==> src/rtl/env_rate_sched.sv <==
// Envelope rate scheduler: one shared rate mapper, visited round-robin by VOICES channels.
// Each voice runs a 15-bit period down-counter and emits a step tick when its period elapses.
module env_rate_sched #(
  parameter int unsigned VOICES = 8,
  parameter int unsigned VW     = 3
) (
  input  logic              CLK,
  input  logic              nRESET,
  input  logic              WR_EN,
  input  logic [VW-1:0]     WR_VOICE,
  input  logic [7:0]        WR_DATA,
  input  logic              KEY_ON,
  input  logic              KEY_OFF,
  input  logic [VW-1:0]     KEY_VOICE,
  output logic [7:0]        MAP_RATE,
  input  logic [14:0]       MAP_TR,
  output logic              STEP_TICK,
  output logic [VW-1:0]     STEP_VOICE,
  output logic [VOICES-1:0] ACTIVE
);

  logic [VW-1:0]     slot_q;
  logic [VW-1:0]     stage_voice_q;
  logic              valid_q;
  logic [7:0]        map_rate_q;
  logic [7:0]        rate_q [VOICES];
  logic [7:0]        rate_d [VOICES];
  logic [14:0]       cnt_q  [VOICES];
  logic [14:0]       cnt_d  [VOICES];
  logic [VOICES-1:0] active_q, active_d;
  logic              tick_q, tick_d;
  logic [VW-1:0]     step_voice_q, step_voice_d;

  always_comb begin
    rate_d       = rate_q;
    cnt_d        = cnt_q;
    active_d     = active_q;
    tick_d       = 1'b0;
    step_voice_d = step_voice_q;

    if (WR_EN) begin
      rate_d[WR_VOICE] = WR_DATA;
    end

    // Stage 2: MAP_TR reflects map_rate_q, captured for stage_voice_q one clock earlier.
    if (valid_q && active_q[stage_voice_q]) begin
      if (cnt_q[stage_voice_q] == 15'd0) begin
        cnt_d[stage_voice_q] = MAP_TR;
        tick_d               = 1'b1;
        step_voice_d         = stage_voice_q;
      end else begin
        cnt_d[stage_voice_q] = cnt_q[stage_voice_q] - 15'd1;
      end
    end

    // Key-on overrides a same-voice stage-2 update; key-off only clears the active flag.
    if (KEY_ON) begin
      active_d[KEY_VOICE] = 1'b1;
      cnt_d[KEY_VOICE]    = 15'd0;
      if (valid_q && (KEY_VOICE == stage_voice_q)) begin
        tick_d       = 1'b0;
        step_voice_d = step_voice_q;
      end
    end else if (KEY_OFF) begin
      active_d[KEY_VOICE] = 1'b0;
    end
  end

  always_ff @(posedge CLK or negedge nRESET) begin
    if (!nRESET) begin
      slot_q        <= '0;
      stage_voice_q <= '0;
      valid_q       <= 1'b0;
      map_rate_q    <= 8'h00;
      rate_q        <= '{default: '0};
      cnt_q         <= '{default: '0};
      active_q      <= '0;
      tick_q        <= 1'b0;
      step_voice_q  <= '0;
    end else begin
      slot_q        <= slot_q + VW'(1);
      stage_voice_q <= slot_q;
      valid_q       <= 1'b1;
      map_rate_q    <= rate_q[slot_q];
      rate_q        <= rate_d;
      cnt_q         <= cnt_d;
      active_q      <= active_d;
      tick_q        <= tick_d;
      step_voice_q  <= step_voice_d;
    end
  end

  assign MAP_RATE   = map_rate_q;
  assign STEP_TICK  = tick_q;
  assign STEP_VOICE = step_voice_q;
  assign ACTIVE     = active_q;

endmodule

==> config.mk <==
export PLATFORM = sky130hd
export DESIGN_NAME = env_rate_sched
export DESIGN_NICKNAME = d
export VERILOG_FILES = /design/src/rtl/env_rate_sched.sv
export SDC_FILE = /design/constraint.sdc
export NUM_CORES = 1
export LEC_CHECK = 0
export ABC_CLOCK_PERIOD_IN_PS = 3000
export CAP_MARGIN = 15
export CORE_AREA = 2 2 200 182
export DETAILED_ROUTE_END_ITERATION = 8
export DIE_AREA = 0 0 202 184
export PLACE_DENSITY = 0.54
export RECOVER_POWER = 100
export SLEW_MARGIN = 0
export SYNTH_ARGS = -nofsm -noshare
export SYNTH_HDL_FRONTEND = slang
export SYNTH_SLANG_ARGS = --single-unit
==> constraint.sdc <==
create_clock -name CLK -period 3 [get_ports CLK]
set_input_delay 0.6 -clock CLK [delete_from_list [all_inputs] [get_ports CLK]]
set_output_delay 0.6 -clock CLK [all_outputs]
set_load 0.01 [all_outputs]
==> run summary <==
Outcome
- result of the run: finished with violations
- violated checks: max-capacitance violations, max-slew violations, negative setup slack

Power
- combinational fraction of design power: 33.2%
- Sw Ratio: 32.7%
- sequential power share: 39.1%
- clock network fraction of design power: 27.7%
- cell area power density: 730 nW/um2
- Cell Int Power: 6.78 mW
- leakage power figure: 5.80 nW
- maximum vdd ir drop: 0.499 mV
- switching pwr: 3.30 mW

Synth
- cell types with the highest counts after synthesis: 211 x sky130_fd_sc_hd__dfrtp_1, 92 x sky130_fd_sc_hd__nand2_1, 91 x sky130_fd_sc_hd__o21ai_0, 82 x sky130_fd_sc_hd__mux2_2, 57 x sky130_fd_sc_hd__clkbuf_1
- biggest area contributors in the synthesized netlist: sky130_fd_sc_hd__dfrtp_1 51%, sky130_fd_sc_hd__mux2_2 8.9%, sky130_fd_sc_hd__mux4_2 5.8%
- synthesis warning total: 0
- proportion of synthesized flip-flops having asynchronous set or reset: 100%
- cell type with the highest aggregate area in the netlist: sky130_fd_sc_hd__dfrtp_1
- predominant post-synthesis flop cell: sky130_fd_sc_hd__dfrtp_1
- library cells used by synthesis: 63
- Post-Syn Instances: 943
- cell area after technology mapping: 10400 um2
- nets in the synthesized netlist: 980
- EDFF count, synth: 0
- cell with the most instances after synthesis: sky130_fd_sc_hd__dfrtp_1
- sequential fraction of the synthesis area: 50.7%
- count of state elements after synthesis: 211
- share of the synthesized area in the top cell type: 50.7%
- post-synthesis average cell area: 11.0 um2

Worst setup path
- Critical Path Fanout Max: 8
- number of cells traversed by the worst register-to-register path: 9
- CP endpoint kind: register
- WP data required: 3.44 ns
- kind of cell with the highest combined delay on the critical path: compound AO/OA/AOI/OAI gates
- Worst path max stage delay: 0.49 ns
- critical path launch point type: register
- Critical Path, Cell by Cell: buf_12 -> buf_6 -> mux4_2 -> mux2_4 -> a311o_1 -> or4_4 -> o31a_1 -> a211o_4 -> a31oi_2
- capture point of the worst reg-to-reg path: cnt_q[28]
- sum of buffers and inverters on the critical path: 2
- reg-to-reg setup timing slack: -0.07 ns
- Slowest cell on crit path: sky130_fd_sc_hd__mux4_2
- Setup CP Type: register to register
- startpoint of the worst-slack reg-to-reg timing path: stage_voice_q[0]
- arrival time of data at the critical path endpoint: 3.51 ns

Global routing
- sum of overflow across all layers after global routing: 0
- GRT Util Overall: 17.9%
- wire length of the first global-routing pass: 52.2 mm
- initial antenna violation count: 0
- largest net degree at the start of global routing: 71
- number of global-route vias before repair: 8794

Clocking
- number of buffers between clock root and the deepest sink: 3
- clock tree from TritonCTS: yes
- clock-pin slew on the worst setup and hold paths: 0.06 ns
- number of buffers inserted for hold repair after clock tree synthesis: 0
- clock sink count: 211
- number of CTS-inserted buffers: 23
- Clock Tree Root: sky130_fd_sc_hd__clkbuf_16
- H-tree depth reported by CTS: 1
- clock insertion delay at the later pin of the skew report: 0.53 ns

Route
- Post-route DRC: 0
- DR WL/cell: 21.1 um
- vias: 8581
- TritonRoute pass-1 iters: 5
- routed via count divided by cell count: 5.43
- initial drt markers: 739
- post-route ant nets: 0
- Routed Wire Length: 33.4 mm

STA
- count of final max-slew check failures: 90
- hold_ws: 0.373 ns
- slack of the critical path: -0.0696 ns
- Max-Slew Margin vs Limit: -33.3%
- setup skew after layout: 0.0180 ns
- Finish-stage setup viols: 39
- post-layout minimum cycle time: 3.07 ns
- fraction of the cycle the final worst path needs: 102%
- number of hold-slack violations in the final timing report: 0
- achievable clock frequency: 0.326 GHz
- setup repair after global routing missed its margin: true
- slew of the pin with the lowest slew margin: 2.00 ns

Placement
- total half-perimeter wirelength after legalization and detailed placement: 22.2 mm
- post-detailed-placement cell area: 12300 um2
- # port buffers: 53
- Placed Instances: 1518
- final RePlAce weighted congestion: 0.855

Layout
- Final #Nets: 1133
- Synth-to-Final Area Change: 32.5%
- cell area after layout: 13800 um2
- filler-free cell count of the finished design: 1579
- Antenna Cells: 0
- fraction of layout cells with a size suffix above 1: 34.3%

Floorplan
- overall die area: 37200 um2
- die outline height: 184 um
- core area: 34900 um2
- horizontal die dimension: 202 um
- Starting Density: 29.8%
- num rows: 65
- IO Pins: 54

Min path
- endpoint with the worst hold slack: stage_voice_q[0]
- worst hold-check path type: register to register
- worst hold path startpoint: slot_q[0]
- Hold Crit Depth: 0

Run
- number of maximum-capacitance constraint violations: 2

[metal layers]
layer | GRT usage, % | up-vias | routed length (um)
li1 | - | 3866 | -
met1 | 25.3 | 4396 | 15400
met2 | 28.6 | 280 | 15400
met3 | 3.58 | 39 | 2080
met4 | 3.59 | 0 | 503
met5 | 0 | - | 0
[stage by stage]
step	setup WS (ns)	total power [mW]	utilization (%)	TNS (ns)
after floorplan	-0.174	5.51	-	-1.40
after global placement	-0.221	6.74	35.3	-10.96
after detailed placement	-0.295	6.78	35.3	-13.44
after CTS	-0.0751	9.74	38.3	-1.10
after global routing	-0.175	10.6	39.6	-7.35
final	-0.0696	10.1	39.6	-1.35
[logic make-up after synthesis]
group           after synthesis  synth area share, %
compound gates              269                 16.4
other cells                   1               0.0360
simple gates                228                 10.9
fa+ha+maj                     3                0.360
flops                       211                 50.7
buf+inv                      87                 3.58
mux                         135                 17.2
xor+xnor                      9                0.757
[placed cells by master (no fill, tap or decap), types with 20 or more instances in the layout]
master	n
sky130_fd_sc_hd__clkbuf_16	24
sky130_fd_sc_hd__mux4_2	27
sky130_fd_sc_hd__mux2i_1	20
sky130_fd_sc_hd__mux2_2	78
sky130_fd_sc_hd__buf_4	113
sky130_fd_sc_hd__dlygate4sd3_1	23
sky130_fd_sc_hd__clkdlybuf4s50_1	29
sky130_fd_sc_hd__dfrtp_1	209
sky130_fd_sc_hd__o21ai_0	89
sky130_fd_sc_hd__nor2_1	30
sky130_fd_sc_hd__nand4_1	24
sky130_fd_sc_hd__nand2_1	88
sky130_fd_sc_hd__a31oi_1	33
sky130_fd_sc_hd__a21oi_2	28
[state kept, by name (all words and copies together) (netlist names), named ones only]
| register | cells |
|---|---|
| slot_q | 3 |
| MAP_RATE | 8 |
| rate_q | 64 |
| cnt_q | 120 |
| STEP_TICK | 1 |
| valid_q | 1 |
| STEP_VOICE | 3 |
| stage_voice_q | 3 |
[power by group through the flow]
stage	clock network, mW	logic, mW	registers (mW)
after floorplan	0	1.65	3.86
after global placement	0	2.78	3.97
after detailed placement	0	2.81	3.97
after CTS	2.85	2.96	3.93
after global routing	2.98	3.62	4.01
final	2.79	3.35	3.93
[how the worst max path moves through the flow]
stage	start	endpoint	depth (start not counted)	slack (ns)
2_1_floorplan	stage_voice_q[0]	cnt_q[104]	12	-0.17
3_3_place_gp	stage_voice_q[0]	cnt_q[116]	9	-0.22
5_1_grt	stage_voice_q[0]	cnt_q[74]	9	-0.18
3_5_place_dp	stage_voice_q[0]	cnt_q[71]	9	-0.29
6_report	stage_voice_q[0]	cnt_q[28]	9	-0.07
4_1_cts	stage_voice_q[0]	cnt_q[114]	10	-0.08
[final cells by class]
cell class | instances | area, um2
Tap cell | 469 | 587
Multi-Input combinational cell | 645 | 5350
Fill cell | 3388 | 21100
Sequential cell | 211 | 5290
Timing Repair Buffer | 207 | 1820
Clock buffer | 35 | 691
Inverter | 8 | 30.0
Clock inverter | 4 | 38.8
[repair_timing]
| item | in CTS | in global routing |
|---|---|---|
| cloned | 0 | 1 |
| buffers inserted | 15 | 8 |
| pin swaps | 34 | 24 |
| setup endpoints to repair | 100 | 123 |
| gates resized for setup | 42 | 86 |
No activity file was read; power rests on OpenSTA's default activity.
